File: src/rtl/cpu_tg_pkg.sv
// Shared encodings for the CPU-port traffic generator: bus states, run modes, FSM states.
// Latency: n/a (types and constants only).
// Backpressure: n/a.
package cpu_tg_pkg;

    // cpuState bus encodings
    localparam logic [1:0] CPU_IDLE  = 2'b01;
    localparam logic [1:0] CPU_READ  = 2'b10;
    localparam logic [1:0] CPU_WRITE = 2'b11;

    // run modes
    localparam logic [1:0] MODE_WR    = 2'b00;  // write-only pass
    localparam logic [1:0] MODE_RD    = 2'b01;  // read-check pass
    localparam logic [1:0] MODE_WR_RD = 2'b10;  // write pass then read-check pass
    localparam logic [1:0] MODE_IL    = 2'b11;  // write/read interleaved per word

    // sequencer states; the gap states are named for the access that follows them
    typedef enum logic [2:0] {
        S_IDLE,
        S_WR,
        S_WR_GAP,
        S_RD,
        S_RD_GAP,
        S_DONE
    } tg_state_t;

endpackage

File: src/rtl/cpu_tg_checker.sv
// Data pattern generator and read-data checker with sticky error registers.
// Latency: pattern is combinational from the address; error registers update on the compare clock.
// Backpressure: none; compares exactly on the clocks cmp_vld is high.
module cpu_tg_checker
    import cpu_tg_pkg::*;
#(
    parameter int ADDR_W = 24,
    parameter int DATA_W = 16,
    parameter int CNT_W  = 16
) (
    input  logic              clk_114,
    input  logic              reset_n,
    input  logic [ADDR_W:1]   addr,
    input  logic [DATA_W-1:0] seed,
    input  logic [DATA_W-1:0] rd_data,
    input  logic              cmp_vld,
    input  logic              clr,
    output logic [DATA_W-1:0] pat,
    output logic              err,
    output logic [CNT_W-1:0]  err_count,
    output logic [ADDR_W:1]   err_addr
);

    logic [DATA_W-1:0] addr_ext;
    logic              err_q, err_d;
    logic [CNT_W-1:0]  err_count_q, err_count_d;
    logic [ADDR_W:1]   err_addr_q, err_addr_d;

    // low DATA_W bits of the word address, zero-extended for narrow address buses
    generate
        if (ADDR_W >= DATA_W) begin : g_trunc
            assign addr_ext = addr[DATA_W:1];
        end else begin : g_zext
            assign addr_ext = {{(DATA_W - ADDR_W){1'b0}}, addr};
        end
    endgenerate

    assign pat = addr_ext ^ seed;

    // sticky error state: cleared by a new run, err_addr keeps only the first miss
    always_comb begin
        err_d       = err_q;
        err_count_d = err_count_q;
        err_addr_d  = err_addr_q;
        if (clr) begin
            err_d       = 1'b0;
            err_count_d = '0;
            err_addr_d  = '0;
        end else if (cmp_vld && (rd_data != pat)) begin
            err_d = 1'b1;
            if (!(&err_count_q)) begin
                err_count_d = err_count_q + CNT_W'(1);
            end
            if (!err_q) begin
                err_addr_d = addr;
            end
        end
    end

    // error registers
    always_ff @(posedge clk_114 or negedge reset_n) begin
        if (!reset_n) begin
            err_q       <= 1'b0;
            err_count_q <= '0;
            err_addr_q  <= '0;
        end else begin
            err_q       <= err_d;
            err_count_q <= err_count_d;
            err_addr_q  <= err_addr_d;
        end
    end

    assign err       = err_q;
    assign err_count = err_count_q;
    assign err_addr  = err_addr_q;

endmodule

File: src/rtl/cpu_traffic_gen.sv
// Drives write/read traffic on the CPU port of a memory controller and checks read data.
// Latency: first access on the clock after start; each access holds until ena28 && cpuena.
// Backpressure: access is held stable until acknowledged; TIMEOUT unacked clocks abort the run.
module cpu_traffic_gen
    import cpu_tg_pkg::*;
#(
    parameter int ADDR_W  = 24,
    parameter int DATA_W  = 16,
    parameter int CNT_W   = 16,
    parameter int THR_W   = 4,
    parameter int TIMEOUT = 1024
) (
    input  logic              clk_114,
    input  logic              reset_n,
    input  logic              start,
    input  logic [1:0]        mode,
    input  logic              longword,
    input  logic [ADDR_W:1]   base_addr,
    input  logic [CNT_W-1:0]  num_words,
    input  logic [THR_W-1:0]  throttle,
    input  logic [DATA_W-1:0] seed,
    output logic [ADDR_W:1]   cpuAddr,
    output logic [1:0]        cpuState,
    output logic              cpuL,
    output logic              cpuU,
    output logic              cpuLongWord,
    output logic [DATA_W-1:0] cpuWR,
    input  logic [DATA_W-1:0] cpuRD,
    input  logic              ena28,
    input  logic              cpuena,
    output logic              busy,
    output logic              done,
    output logic              err,
    output logic              timeout,
    output logic [CNT_W-1:0]  err_count,
    output logic [ADDR_W:1]   err_addr
);

    localparam int WT_W = $clog2(TIMEOUT + 1);

    tg_state_t         state_q, state_d;
    logic [ADDR_W:1]   addr_q, addr_d;
    logic [CNT_W-1:0]  idx_q, idx_d;
    logic [THR_W-1:0]  gap_q, gap_d;
    logic [WT_W-1:0]   wait_q, wait_d;
    logic              timeout_q, timeout_d;
    // run configuration captured on start
    logic [1:0]        mode_q, mode_d;
    logic              lw_q, lw_d;
    logic [ADDR_W:1]   base_q, base_d;
    logic [CNT_W-1:0]  num_q, num_d;
    logic [THR_W-1:0]  thr_q, thr_d;
    logic [DATA_W-1:0] seed_q, seed_d;

    logic              in_access;
    logic              acc_done;
    logic              last_word;
    logic              lw_eff;
    logic              pair_head;
    logic              run_start;
    tg_state_t         succ_state;
    logic [ADDR_W:1]   succ_addr;
    logic [CNT_W-1:0]  succ_idx;
    logic [DATA_W-1:0] pat;

    assign in_access = (state_q == S_WR) || (state_q == S_RD);
    assign acc_done  = in_access && ena28 && cpuena;
    assign last_word = (idx_q == num_q - CNT_W'(1));
    // interleaved mode alternates write/read per word, so pairing does not apply there
    assign lw_eff    = lw_q && (mode_q != MODE_IL);
    // even word with a partner behind it; an odd-length tail goes out as a plain word
    assign pair_head = lw_eff && !idx_q[0] && !last_word;
    assign run_start = start && (state_q == S_IDLE);

    // access that follows the one currently on the bus
    always_comb begin
        succ_state = S_DONE;
        succ_addr  = addr_q + ADDR_W'(1);
        succ_idx   = idx_q + CNT_W'(1);
        if (state_q == S_WR) begin
            if (mode_q == MODE_IL) begin
                succ_state = S_RD;
                succ_addr  = addr_q;
                succ_idx   = idx_q;
            end else if (!last_word) begin
                succ_state = S_WR;
            end else if (mode_q == MODE_WR_RD) begin
                succ_state = S_RD;
                succ_addr  = base_q;
                succ_idx   = '0;
            end
        end else if (!last_word) begin
            succ_state = (mode_q == MODE_IL) ? S_WR : S_RD;
        end
    end

    // sequencer next-state, pacing and timeout
    always_comb begin
        state_d   = state_q;
        addr_d    = addr_q;
        idx_d     = idx_q;
        gap_d     = gap_q;
        wait_d    = wait_q;
        timeout_d = timeout_q;
        mode_d    = mode_q;
        lw_d      = lw_q;
        base_d    = base_q;
        num_d     = num_q;
        thr_d     = thr_q;
        seed_d    = seed_q;
        unique case (state_q)
            S_IDLE: begin
                if (start) begin
                    mode_d    = mode;
                    lw_d      = longword;
                    base_d    = base_addr;
                    num_d     = num_words;
                    thr_d     = throttle;
                    seed_d    = seed;
                    addr_d    = base_addr;
                    idx_d     = '0;
                    wait_d    = '0;
                    timeout_d = 1'b0;
                    if (num_words == '0) begin
                        state_d = S_DONE;
                    end else if (mode == MODE_RD) begin
                        state_d = S_RD;
                    end else begin
                        state_d = S_WR;
                    end
                end
            end
            S_WR, S_RD: begin
                if (acc_done) begin
                    wait_d = '0;
                    addr_d = succ_addr;
                    idx_d  = succ_idx;
                    if ((succ_state == S_DONE) || (thr_q == '0) || pair_head) begin
                        state_d = succ_state;
                    end else begin
                        state_d = (succ_state == S_WR) ? S_WR_GAP : S_RD_GAP;
                        gap_d   = thr_q - THR_W'(1);
                    end
                end else if (wait_q == WT_W'(TIMEOUT)) begin
                    wait_d    = '0;
                    timeout_d = 1'b1;
                    state_d   = S_DONE;
                end else begin
                    wait_d = wait_q + WT_W'(1);
                end
            end
            S_WR_GAP: begin
                if (gap_q == '0) state_d = S_WR;
                else             gap_d   = gap_q - THR_W'(1);
            end
            S_RD_GAP: begin
                if (gap_q == '0) state_d = S_RD;
                else             gap_d   = gap_q - THR_W'(1);
            end
            S_DONE:  state_d = S_IDLE;
            default: state_d = S_IDLE;
        endcase
    end

    // sequencer registers
    always_ff @(posedge clk_114 or negedge reset_n) begin
        if (!reset_n) begin
            state_q   <= S_IDLE;
            addr_q    <= '0;
            idx_q     <= '0;
            gap_q     <= '0;
            wait_q    <= '0;
            timeout_q <= 1'b0;
            mode_q    <= MODE_WR;
            lw_q      <= 1'b0;
            base_q    <= '0;
            num_q     <= '0;
            thr_q     <= '0;
            seed_q    <= '0;
        end else begin
            state_q   <= state_d;
            addr_q    <= addr_d;
            idx_q     <= idx_d;
            gap_q     <= gap_d;
            wait_q    <= wait_d;
            timeout_q <= timeout_d;
            mode_q    <= mode_d;
            lw_q      <= lw_d;
            base_q    <= base_d;
            num_q     <= num_d;
            thr_q     <= thr_d;
            seed_q    <= seed_d;
        end
    end

    // bus state follows the sequencer state; everything else reads as idle
    always_comb begin
        cpuState = CPU_IDLE;
        if (state_q == S_WR)      cpuState = CPU_WRITE;
        else if (state_q == S_RD) cpuState = CPU_READ;
    end

    cpu_tg_checker #(
        .ADDR_W (ADDR_W),
        .DATA_W (DATA_W),
        .CNT_W  (CNT_W)
    ) u_checker (
        .clk_114   (clk_114),
        .reset_n   (reset_n),
        .addr      (addr_q),
        .seed      (seed_q),
        .rd_data   (cpuRD),
        .cmp_vld   (acc_done && (state_q == S_RD)),
        .clr       (run_start),
        .pat       (pat),
        .err       (err),
        .err_count (err_count),
        .err_addr  (err_addr)
    );

    assign cpuAddr     = addr_q;
    assign cpuL        = !in_access;
    assign cpuU        = !in_access;
    assign cpuLongWord = in_access && pair_head;
    assign cpuWR       = (state_q == S_WR) ? pat : '0;
    assign busy        = (state_q != S_IDLE);
    assign done        = (state_q == S_DONE);
    assign timeout     = timeout_q;

endmodule

File: config.mk
export PLATFORM = sky130hd
export DESIGN_NAME = cpu_traffic_gen
export DESIGN_NICKNAME = d
export VERILOG_FILES = /design/src/rtl/cpu_tg_pkg.sv /design/src/rtl/cpu_tg_checker.sv /design/src/rtl/cpu_traffic_gen.sv
export SDC_FILE = /design/constraint.sdc
export NUM_CORES = 1
export LEC_CHECK = 0
export ABC_AREA = 1
export BUFFER_PORTS_ARGS = -buffer_cell sky130_fd_sc_hd__buf_4
export CAP_MARGIN = 20
export CORE_UTILIZATION = 23
export CTS_CLUSTER_DIAMETER = 40
export DETAILED_ROUTE_END_ITERATION = 10
export PLACE_DENSITY = 0.46
export SETUP_SLACK_MARGIN = 0.2
export SYNTH_ARGS = -nofsm -noshare
export SYNTH_HDL_FRONTEND = slang
export SYNTH_SLANG_ARGS = --single-unit
File: constraint.sdc
create_clock -name clk_114 -period 2.3 [get_ports clk_114]
set_input_delay 0.23 -clock clk_114 [delete_from_list [all_inputs] [get_ports clk_114]]
set_output_delay 0.23 -clock clk_114 [all_outputs]
set_load 0.02 [all_outputs]
==> impl_metrics.env, run 1 <==
export IMPL_outcome="complete, but fails checks"
export IMPL_violated_checks="negative setup slack"
export IMPL_synthesis_area_per_instance_um2=7.65
export IMPL_floorplan_die_area_mm2=0.0413
export IMPL_dr_pass1_iters=5
export IMPL_net_switching_power_mw=8.61
export IMPL_layout_min_cycle_time_ns=2.58
export IMPL_power_internal_mw=9.97
export IMPL_worst_setup_path_start_kind="flop"
export IMPL_clkPwrFrac_pct=14.6
export IMPL_worstPathCellList="nor2_2 > nand2_2 > nor2_4 > buf_6 > nand2_4 > nand2_4 > buf_6 > buf_6 > nand2_4 > nor2_4 > nand2_2 > nor2_4 > nand3_4 > buf_4 > buf_6 > buf_16 > o211ai_1 > a22oi_1"
export IMPL_fmax_mhz=388
export IMPL_synth_main_ff_cell="sky130_fd_sc_hd__dfrtp_1"
export IMPL_max_cap_viol_count=0
export IMPL_grt_first_pass_wirelength_mm=52.9
export IMPL_timing_critical_path_slowest_stage_cell="sky130_fd_sc_hd__dfrtp_1"
export IMPL_reg2reg_from="num_q[6]"
export IMPL_worst_path_dominant_cell_family="simple AND/OR/NAND/NOR gates"
export IMPL_timing_reg2reg_worst_path_depth=18
export IMPL_timing_hold_violations_final=0
export IMPL_tns_ns=-9.88
export IMPL_critical_path_most_common_cell="sky130_fd_sc_hd__buf_6"
export IMPL_detailed_place_hpwl_mm=23.1
export IMPL_drt_total_wl_mm=33.1
export IMPL_classification_of_the_worst_slack_hold_path="in2reg"
export IMPL_post_route_worst_setup_slack_ns=-0.280
export IMPL_fin_crit_share_pct=112
export IMPL_cpPeakStageDelay_ns=0.41
export IMPL_cts_sinks=163
export IMPL_layout_drive_gt1_share_pct=34.7
export IMPL_place_port_buffers=172
export IMPL_antenna_found_initial=3
export IMPL_switching_share_pct=46.3
export IMPL_rsz0062_at_grt="yes"
export IMPL_num_nets_final=1656
export IMPL_cp_startpoint="num_q[6]"
export IMPL_rows=73
export IMPL_io_pins=173
export IMPL_longest_clk_path_bufs=2
export IMPL_endpoint="cpuAddr[5]"
export IMPL_power_combinational_fraction_pct=59.0
export IMPL_final_antenna_net_count=0
export IMPL_number_of_h_tree_branching_levels=4
export IMPL_vdd_drop_max_v=0.000605
export IMPL_synthesized_area_mm2=0.00932
export IMPL_post_synth_inst_count=1218
export IMPL_finClkSkew_ns=0.0148
export IMPL_coreArea_mm2=0.0398
export IMPL_initial_utilization_pct=23.4
export IMPL_data_required_time_at_the_worst_endpoint_ns=2.62
export IMPL_worstSetupPathDepth=18
export IMPL_cts_root_buffer_cell="sky130_fd_sc_hd__clkbuf_16"
export IMPL_critical_path_class="reg2reg"
export IMPL_synthToLayoutAreaGrowth_pct=54.5
export IMPL_gp_routability_congestion=0.878
export IMPL_synth_edf_count=0
export IMPL_slew_headroom_pct=59.0
export IMPL_tightest_slew_ns=0.615
export IMPL_power_density_mw_per_mm2=1290
export IMPL_critical_path_endpoint_type="flop"
export IMPL_synth_ff_latch_count=163
export IMPL_fin_max_slew_vios=0
export IMPL_drc=0
export IMPL_yosys_warnings=0
export IMPL_crit_buf_inv=6
export IMPL_first_iter_violations=483
export IMPL_viasPerCell=4.48
export IMPL_share_seq_of_total_power_pct=26.4
export IMPL_grt_pass1_vias=9565
export IMPL_regToRegEndpoint="cpuAddr[5]"
export IMPL_die_y_um=203
export IMPL_grt_total_usage_pct=16.4
export IMPL_power_total_mw=18.6
export IMPL_insertion_delay_ns=0.44
export IMPL_grt_overflow_total=0
export IMPL_yosysSeqAreaShare_pct=43.8
export IMPL_post_synth_num_cell_types=51
export IMPL_critical_path_peak_fanout=12
export IMPL_worst_ep_arrival_time_ns=2.90
export IMPL_ys_async_sr_fraction_pct=100
export IMPL_syn_nets=1309
export IMPL_clk_pin_slew_ns=0.07
export IMPL_cts_tree="yes"
export IMPL_reg2reg_slack_ns=-0.28
export IMPL_fp_dieW_um=203
export IMPL_grt_max_degree=79
export IMPL_static_leakage_power_nw=6.93
export IMPL_tritoncts_num_buffers=17
export IMPL_timing_final_setup_violations=78
export IMPL_routedWlPerCell_um=15.7
export IMPL_route_vias_total=9436
==> what timing repair did <==
action	in CTS	in global routing
cloned	7	0
pin swaps	42	44
endpoints found under the setup margin	97	108
hold buffers	44	0
endpoints found under the hold margin	93	0
buffers inserted	35	11
gates resized for setup	177	83
==> state kept, by name, indices dropped and copies added, names as in the netlist, 2 cells and up <==
| register | flops |
|---|---|
| thr_q | 4 |
| idx_q | 16 |
| cpuAddr | 24 |
| mode_q | 2 |
| u_checker.err_addr | 24 |
| base_q | 24 |
| u_checker.err_count | 16 |
| wait_q | 11 |
| num_q | 16 |
| state_q | 3 |
| seed_q | 16 |
| gap_q | 4 |
==> synthesized netlist by cell type, types with 2 or more instances <==
library cell / count / share of area, %
sky130_fd_sc_hd__a21oi_1: 37 / 2.0
sky130_fd_sc_hd__a22oi_1: 21 / 1.7
sky130_fd_sc_hd__a31oi_1: 4 / 0.27
sky130_fd_sc_hd__buf_1: 3 / 0.12
sky130_fd_sc_hd__buf_2: 5 / 0.27
sky130_fd_sc_hd__buf_6: 2 / 0.24
sky130_fd_sc_hd__clkbuf_1: 27 / 1.1
sky130_fd_sc_hd__dfrtp_1: 163 / 44
sky130_fd_sc_hd__ha_1: 7 / 0.94
sky130_fd_sc_hd__inv_1: 94 / 3.8
sky130_fd_sc_hd__inv_2: 11 / 0.44
sky130_fd_sc_hd__mux2i_1: 3 / 0.32
sky130_fd_sc_hd__nand2_1: 403 / 16
sky130_fd_sc_hd__nand2_2: 6 / 0.40
sky130_fd_sc_hd__nand3_1: 61 / 3.3
sky130_fd_sc_hd__nand3_2: 2 / 0.21
sky130_fd_sc_hd__nand3b_1: 7 / 0.56
sky130_fd_sc_hd__nand4_1: 14 / 0.94
sky130_fd_sc_hd__nor2_1: 96 / 3.9
sky130_fd_sc_hd__nor2_2: 18 / 1.2
sky130_fd_sc_hd__nor2_4: 7 / 0.85
sky130_fd_sc_hd__nor2_8: 2 / 0.43
sky130_fd_sc_hd__nor3_1: 19 / 1.0
sky130_fd_sc_hd__nor3_2: 3 / 0.32
sky130_fd_sc_hd__nor3b_1: 4 / 0.32
sky130_fd_sc_hd__nor4_1: 8 / 0.54
sky130_fd_sc_hd__o211ai_1: 12 / 0.97
sky130_fd_sc_hd__o21ai_0: 60 / 3.2
sky130_fd_sc_hd__o21ai_1: 10 / 0.54
sky130_fd_sc_hd__o21bai_1: 6 / 0.48
sky130_fd_sc_hd__o22ai_1: 3 / 0.20
sky130_fd_sc_hd__o41ai_1: 6 / 0.56
sky130_fd_sc_hd__xnor2_1: 34 / 3.2
sky130_fd_sc_hd__xor2_1: 43 / 4.0
==> cell usage in the layout (no fill, tap or decap), drive strengths merged, types with 9 or more instances in the layout <==
cell | Yosys | final
o211ai | 12 | 12
clkbuf | 27 | 19
nand4 | 14 | 14
xor2 | 43 | 43
xnor2 | 34 | 34
nand2 | 410 | 410
nor3 | 23 | 23
a21oi | 37 | 37
o21ai | 70 | 70
buf | 11 | 321
nor2 | 123 | 123
nand3 | 64 | 64
dlygate4sd3 | 0 | 44
nor4 | 9 | 9
inv | 107 | 111
dfrtp | 163 | 163
a22oi | 21 | 21
==> power groups by stage <==
stage | clock network, mW | logic, mW | registers (mW)
after CTS | 2.81 | 10.5 | 4.87
after global placement | 0 | 9.36 | 4.89
after detailed placement | 0 | 9.39 | 4.88
after global routing | 2.92 | 12.1 | 5.05
after floorplan | 0 | 5.28 | 5.14
final | 2.72 | 11.0 | 4.90
==> cells by family after synthesis <==
| family | synth area share, % |
|---|---|
| xor+xnor | 7.23 |
| fa+ha+maj | 0.940 |
| compound gates | 10.4 |
| flops | 43.8 |
| mux | 0.322 |
| buf+inv | 6.24 |
| simple gates | 31.1 |
==> per-stage QoR <==
| stage | hold slack, ns | utilization [%] | cells | area (µm²) | setup slack, ns |
|---|---|---|---|---|---|
| 4_1_cts | 0.000225 | 35.1 | 2092 | 14000 | -0.317 |
| 2_1_floorplan | -0.0656 | - | 1218 | 9360 | 0.207 |
| 5_1_grt | 0.0121 | 36.2 | 2105 | 14400 | -0.466 |
| 3_5_place_dp | 0.249 | 30.1 | 1974 | 12000 | -0.0794 |
| 6_report | 0.0216 | 36.2 | 2106 | 14400 | -0.280 |
| 3_3_place_gp | 0.243 | 30.1 | 1974 | 12000 | -0.0937 |
==> worst min path at each step <==
| stage | from | to | slack [ns] | cells after the start |
|---|---|---|---|---|
| after global routing | base_addr[6] | base_q[6] | 0.01 | 3 |
| final | num_words[11] | num_q[11] | 0.02 | 3 |
| after CTS | num_words[11] | num_q[11] | 0.0002 | 3 |
| after detailed placement | reset_n | seed_q[5] | 0.25 | 1 |
| after floorplan | reset_n | base_q[10] | -0.07 | 0 |
| after global placement | reset_n | seed_q[2] | 0.24 | 1 |
==> routing by layer <==
metal | routed length [µm] | global-route usage [%] | up-vias
met5 | 0 | 0 | -
met4 | 655 | 5.10 | 0
met3 | 1370 | 3.32 | 39
met2 | 15600 | 26.5 | 178
met1 | 15500 | 22.0 | 4557
li1 | - | - | 4662
==> tightest hold or removal path, delay by kind of cell <==
kind / cells / cell delay (ns)
AND/OR/NAND/NOR: 2 / 0.10
buffers and inverters: 1 / 0.09
==> cell type report <==
type | count | area [µm²]
Fill cell | 4213 | 25400
Clock buffer | 19 | 433
Sequential cell | 163 | 4080
Multi-Input combinational cell | 909 | 5370
Antenna cell | 3 | 7.51
Tap cell | 525 | 657
Timing Repair inverter | 1 | 16.3
Inverter | 108 | 439
Timing Repair Buffer | 365 | 3300
Clock inverter | 13 | 98.8
(Power assumes the default switching activity.)
==> run 2: changes to the inputs <==
ABC_AREA = not set   (was 1)
TNS_END_PERCENT = 50   (was not set)
==> run 2 against run 1 <==
  * The run still ends with negative setup slack left
  * Clock skew is 0.0022 ns lower
  * Synthesized cell count is 12% lower
  * Routed wire length increased by 4.9%
  * Sequential power is 2% lower
  * Core utilization decreased by 0.26 points
  * Setup slack got worse by 0.58 ns
  * Via count down 4.6%
  * Clock power grew 12%
  * Die area is 0.89% lower
  * Critical endpoint is now idx_q[5]
==> impl_metrics.env, run 2 <==
export IMPL_outcome="complete, but fails checks"
export IMPL_violated_checks="negative setup slack"
export IMPL_cpPeakStageDelay_ns=0.55
export IMPL_synth_edf_count=0
export IMPL_crit_buf_inv=5
export IMPL_slew_headroom_pct=65.3
export IMPL_die_y_um=202
export IMPL_synth_main_ff_cell="sky130_fd_sc_hd__dfrtp_1"
export IMPL_static_leakage_power_nw=6.41
export IMPL_final_design_instance_area_without_fill_mm2=0.0142
export IMPL_critical_path_endpoint_type="flop"
export IMPL_data_required_time_at_the_worst_endpoint_ns=2.63
export IMPL_whs_path_cells=3
export IMPL_tritoncts_num_buffers=17
export IMPL_yosysSeqAreaShare_pct=44.2
export IMPL_rsz0062_at_grt="yes"
export IMPL_critical_path_most_common_cell="sky130_fd_sc_hd__nor2_4"
export IMPL_reg2reg_slack_ns=-0.86
export IMPL_fillCellCount=4055
export IMPL_classification_of_the_worst_slack_hold_path="in2reg"
export IMPL_power_density_mw_per_mm2=1310
export IMPL_layout_core_utilization_pct=35.9
export IMPL_synthesized_area_mm2=0.00924
export IMPL_insertion_delay_ns=0.45
export IMPL_viasPerCell=4.65
export IMPL_fin_worst_hold_slack_ns=0.0232
export IMPL_power_total_mw=18.6
export IMPL_post_synth_num_cell_types=68
export IMPL_antenna_found_initial=3
export IMPL_fp_dieW_um=202
export IMPL_fin_max_slew_vios=0
export IMPL_io_pins=173
export IMPL_grt_overflow_total=0
export IMPL_synth_top_cell_by_area="sky130_fd_sc_hd__dfrtp_1"
export IMPL_timing_reg2reg_worst_path_depth=13
export IMPL_post_synth_inst_count=1070
export IMPL_longest_clk_path_bufs=2
export IMPL_commonest_cells_after_routing_fill_and_taps_aside="sky130_fd_sc_hd__buf_4, sky130_fd_sc_hd__nand2_1, sky130_fd_sc_hd__dfrtp_1"
export IMPL_routedWlPerCell_um=17.9
export IMPL_fin_crit_share_pct=137
export IMPL_switching_share_pct=43.8
export IMPL_drc=0
export IMPL_initial_utilization_pct=23.3
export IMPL_syn_nets=1161
export IMPL_floorplan_die_area_mm2=0.0410
export IMPL_drt_total_wl_mm=34.8
export IMPL_net_switching_power_mw=8.14
export IMPL_layout_cells_most_common="sky130_fd_sc_hd__buf_4"
export IMPL_detailed_place_hpwl_mm=23.6
export IMPL_first_iter_violations=437
export IMPL_worst_path_dominant_cell_family="simple AND/OR/NAND/NOR gates"
export IMPL_layout_drive_gt1_share_pct=34.8
export IMPL_worst_ep_arrival_time_ns=3.49
export IMPL_number_of_h_tree_branching_levels=4
export IMPL_route_vias_total=9004
export IMPL_dr_pass1_iters=6
export IMPL_grt_pass1_vias=8968
export IMPL_placedInstanceArea_mm2=0.0120
export IMPL_grt_max_degree=89
export IMPL_layout_min_cycle_time_ns=3.16
export IMPL_synth_top_cell_area_share_pct=44.2
export IMPL_fmax_mhz=317
export IMPL_grt_total_usage_pct=16.9
export IMPL_coreArea_mm2=0.0396
export IMPL_grt_first_pass_wirelength_mm=53.3
export IMPL_post_route_worst_setup_slack_ns=-0.858
export IMPL_clk_pin_slew_ns=0.07
export IMPL_worstPathCellList="buf_4 > nor3_4 > xnor2_1 > or4_4 > buf_6 > a2111oi_4 > o2111ai_4 > buf_12 > buf_16 > and2_4 > nor2_4 > clkbuf_16 > nor2_4"
export IMPL_post_layout_nonfiller_instances=1938
export IMPL_placement_setup_worst_slack_ns=-0.706
export IMPL_num_nets_final=1487
export IMPL_power_combinational_fraction_pct=57.7
export IMPL_ys_async_sr_fraction_pct=100
export IMPL_critical_path_class="reg2reg"
export IMPL_max_cap_viol_count=0
export IMPL_cts_tree="yes"
export IMPL_finClkSkew_ns=0.0126
export IMPL_timing_critical_path_slowest_stage_cell="sky130_fd_sc_hd__or4_4"
export IMPL_place_port_buffers=172
export IMPL_final_antenna_net_count=0
export IMPL_gp_routability_congestion=0.845
export IMPL_cts_root_buffer_cell="sky130_fd_sc_hd__clkbuf_16"
export IMPL_post_place_cells=1822
export IMPL_synth_ff_latch_count=163
export IMPL_share_seq_of_total_power_pct=25.9
export IMPL_leading_post_synthesis_cells_by_instance_count="sky130_fd_sc_hd__nand2_1, sky130_fd_sc_hd__dfrtp_1, sky130_fd_sc_hd__nor2_1"
export IMPL_yosys_warnings=0
export IMPL_power_internal_mw=10.5
export IMPL_vdd_drop_max_v=0.000649
export IMPL_tns_ns=-36.72
export IMPL_reg2reg_from="num_q[1]"
export IMPL_synth_area_leaders="sky130_fd_sc_hd__dfrtp_1, sky130_fd_sc_hd__nand2_1, sky130_fd_sc_hd__o21ai_0"
export IMPL_synthesis_area_per_instance_um2=8.63
export IMPL_regArea_mm2=0.00408
export IMPL_post_synth_top_count_cell="sky130_fd_sc_hd__nand2_1"
export IMPL_timing_hold_violations_final=0
export IMPL_rows=73
export IMPL_critical_path_peak_fanout=7
export IMPL_clkPwrFrac_pct=16.4
export IMPL_cts_sinks=163
export IMPL_multiInputGateArea_mm2=0.00541
export IMPL_timing_final_setup_violations=51
export IMPL_synthToLayoutAreaGrowth_pct=54.1
export IMPL_hold_path_endpoint="seed_q[1]"
export IMPL_worst_setup_path_start_kind="flop"
export IMPL_min_delay_start="seed[1]"
export IMPL_tightest_slew_ns=0.521
export IMPL_regToRegEndpoint="idx_q[5]"
==> run 2: power groups by stage <==
stage	Clock [mW]	Sequential (mW)	Combinational [mW]
floorplan	0	5.16	5.08
detailed placement	0	4.83	9.31
CTS	3.15	4.81	10.2
global placement	0	4.83	9.27
finish	3.05	4.82	10.7
global route	3.24	4.96	11.7
==> run 2: cell families after synthesis <==
group	synth area share [%]
AND/OR/NAND/NOR	24.6
AO/OA/AOI/OAI	14.0
flip-flops	44.2
XOR/XNOR	11.3
buffers and inverters	3.94
multiplexers	1.10
adder cells (fa/ha/maj)	0.948
==> run 2: worst reg2reg max path, delay by kind of cell (launching register included) <==
kind            cells  cell delay, ns
flops               1            0.40
xor+xnor            1            0.09
buf+inv             5            0.81
compound gates      2            0.64
simple gates        5            1.11
==> run 2: cell type report <==
class	instances	share of cell area (%)
Tap cell	525	4.61
Clock inverter	14	1.14
Multi-Input combinational cell	817	38.0
Timing Repair Buffer	379	23.9
Inverter	18	0.475
Clock buffer	18	3.09
Antenna cell	4	0.0703
Sequential cell	163	28.7
==> run 2: repair_timing <==
action,4_1_cts,5_1_grt
hold buffers,34,0
endpoints found under the setup margin,104,103
setup buffers,25,11
hold endpoints to repair,75,0
pin swaps,62,60
resized for setup,100,89
cloned,7,3
==> run 2: worst max path at each step <==
stage / from / endpoint / slack, ns / cells past startpoint
6_report: num_q[1] / idx_q[5] / -0.86 / 13
5_1_grt: num_q[1] / cpuLongWord / -0.97 / 13
4_1_cts: num_q[0] / cpuLongWord / -0.86 / 11
3_5_place_dp: num_q[6] / state_q[0] / -0.71 / 10
3_3_place_gp: num_q[6] / state_q[0] / -0.72 / 10
2_1_floorplan: num_q[0] / state_q[0] / -0.59 / 11
==> run 2: metal layers <==
layer  global-route usage (%)  share of wire [%]  up-vias
li1                         -                  -     4351
met1                     22.7                 46     4426
met2                     27.0                 48      203
met3                     3.63                4.7       24
met4                     5.34                1.7        0
met5                        0                  0        -
==> run 3: changes to the inputs <==
RECOVER_POWER = 100   (was not set)
==> run 3 against run 2 <==
  * The run still ends with negative setup slack left
  * Sequential share of layout area is 0.83 points higher
  * Design area is 2.8% lower
  * Routed wire length is 0.11% lower
  * Non-clock buffer count stayed put
  * Maximum frequency is 0.13% higher
  * Die area stayed put
  * Largest cell class unchanged
  * Largest power group unchanged
==> impl_metrics.env, run 3 (synthesized netlist as in run 2, its figures left out) <==
export IMPL_io_pins=173
export IMPL_cts_tree="yes"
export IMPL_final_design_instance_area_without_fill_mm2=0.0138
export IMPL_share_seq_of_total_power_pct=26.7
export IMPL_max_cap_viol_count=0
export IMPL_power_total_mw=17.9
export IMPL_tritoncts_num_buffers=17
export IMPL_post_layout_nonfiller_instances=1937
export IMPL_classification_of_the_worst_slack_hold_path="in2reg"
export IMPL_critical_path_most_common_cell="sky130_fd_sc_hd__buf_6"
export IMPL_reg2reg_from="num_q[1]"
export IMPL_layout_cells_most_common="sky130_fd_sc_hd__nand2_1"
export IMPL_timing_reg2reg_worst_path_depth=13
export IMPL_rsz0062_at_grt="yes"
export IMPL_min_delay_start="seed[1]"
export IMPL_power_internal_mw=9.95
export IMPL_violated_checks="negative setup slack"
export IMPL_worst_ep_arrival_time_ns=2.92
export IMPL_grt_overflow_total=0
export IMPL_gp_routability_congestion=0.845
export IMPL_critical_path_endpoint_type="output pin"
export IMPL_cts_sinks=163
export IMPL_place_port_buffers=172
export IMPL_grt_pass1_vias=8968
export IMPL_insertion_delay_ns=0.45
export IMPL_switching_share_pct=44.5
export IMPL_layout_core_utilization_pct=34.9
export IMPL_power_combinational_fraction_pct=56.3
export IMPL_clk_pin_slew_ns=0.07
export IMPL_worst_setup_path_start_kind="flop"
export IMPL_drc=0
export IMPL_first_iter_violations=414
export IMPL_grt_max_degree=89
export IMPL_slew_headroom_pct=8.78
export IMPL_grt_first_pass_wirelength_mm=53.3
export IMPL_static_leakage_power_nw=6.09
export IMPL_synthToLayoutAreaGrowth_pct=49.7
export IMPL_layout_min_cycle_time_ns=3.15
export IMPL_num_nets_final=1487
export IMPL_clkPwrFrac_pct=17.0
export IMPL_power_density_mw_per_mm2=1300
export IMPL_timing_hold_violations_final=0
export IMPL_data_required_time_at_the_worst_endpoint_ns=2.07
export IMPL_fmax_mhz=317
export IMPL_critical_path_class="reg2out"
export IMPL_grt_total_usage_pct=16.9
export IMPL_routedWlPerCell_um=17.9
export IMPL_fin_crit_share_pct=137
export IMPL_cts_root_buffer_cell="sky130_fd_sc_hd__clkbuf_16"
export IMPL_fin_worst_hold_slack_ns=0.0246
export IMPL_vdd_drop_max_v=0.000614
export IMPL_drt_total_wl_mm=34.7
export IMPL_fp_dieW_um=202
export IMPL_post_route_worst_setup_slack_ns=-0.854
export IMPL_tns_ns=-36.60
export IMPL_whs_path_cells=3
export IMPL_die_y_um=202
export IMPL_dr_pass1_iters=7
export IMPL_wl_met1_mm=16.0
export IMPL_finClkSkew_ns=0.0125
export IMPL_critical_path_peak_fanout=5
export IMPL_longest_clk_path_bufs=2
export IMPL_highest_layer="met4"
export IMPL_fin_max_slew_vios=0
export IMPL_post_place_cells=1822
export IMPL_wl_met2_mm=16.5
export IMPL_outcome="complete, but fails checks"
export IMPL_detailed_place_hpwl_mm=23.6
export IMPL_commonest_cells_after_routing_fill_and_taps_aside="sky130_fd_sc_hd__nand2_1, sky130_fd_sc_hd__buf_4, sky130_fd_sc_hd__dfrtp_1"
export IMPL_placement_setup_worst_slack_ns=-0.706
export IMPL_coreArea_mm2=0.0396
export IMPL_timing_critical_path_slowest_stage_cell="sky130_fd_sc_hd__or4_4"
export IMPL_net_switching_power_mw=7.99
export IMPL_antenna_found_initial=3
export IMPL_worstPathCellList="or4_4 > or2_1 > or4_4 > a211oi_4 > buf_6 > nor2_4 > buf_6 > buf_6"
export IMPL_route_vias_total=9015
export IMPL_number_of_h_tree_branching_levels=4
export IMPL_timing_final_setup_violations=51
export IMPL_layout_drive_gt1_share_pct=29.5
export IMPL_hold_path_endpoint="seed_q[1]"
export IMPL_initial_utilization_pct=23.3
export IMPL_floorplan_die_area_mm2=0.0410
export IMPL_regToRegEndpoint="idx_q[5]"
export IMPL_cpPeakStageDelay_ns=0.59
export IMPL_rows=73
export IMPL_tightest_slew_ns=1.37
export IMPL_reg2reg_slack_ns=-0.85
export IMPL_viasPerCell=4.65
export IMPL_met3_length_mm=1.58
export IMPL_placedInstanceArea_mm2=0.0120
export IMPL_final_antenna_net_count=0
run 3: power by group through the flow:
stage / sequential [mW] / clock [mW] / combinational (mW)
3_3_place_gp: 4.83 / 0 / 9.27
6_report: 4.80 / 3.05 / 10.1
2_1_floorplan: 5.16 / 0 / 5.08
4_1_cts: 4.81 / 3.15 / 10.2
5_1_grt: 4.94 / 3.24 / 11.0
3_5_place_dp: 4.83 / 0 / 9.31
run 3: layer usage:
layer,vias to the layer above,GRT usage (%)
li1,4355,-
met2,210,27.0
met3,28,3.63
met4,0,5.34
met1,4422,22.7
met5,-,0
run 3: area by class of cell:
type	instances	area, µm²
fillers	4132	25800
well taps	525	657
flip-flops and latches	163	4080
clock inverters	14	163
multi-input cells	817	5330
repair buffers	379	3090
clock buffers	18	439
inverters	18	67.6
diodes	3	7.51
run 3: what timing repair did:
action	CTS	global route
pin swaps	62	60
hold endpoints to repair	75	0
setup buffers	25	11
gates cloned	7	3
hold buffers	34	0
gates resized for setup	100	89
setup endpoints to repair	104	103
run 3: worst max-delay path by stage:
stage / startpoint / endpoint / slack [ns] / cells after the start
2_1_floorplan: num_q[0] / state_q[0] / -0.59 / 11
3_3_place_gp: num_q[6] / state_q[0] / -0.72 / 10
3_5_place_dp: num_q[6] / state_q[0] / -0.71 / 10
4_1_cts: num_q[0] / cpuLongWord / -0.86 / 11
5_1_grt: num_q[1] / cpuLongWord / -0.97 / 13
6_report: num_q[11] / cpuLongWord / -0.85 / 8
run 3: worst max-delay path, delay by kind of cell (launching register included):
family                 cells  cell delay, ns
AOI/OAI and AO/OA          1            0.31
buffers and inverters      3            0.38
DFF                        1            0.38
and+or+nand+nor            4            1.41
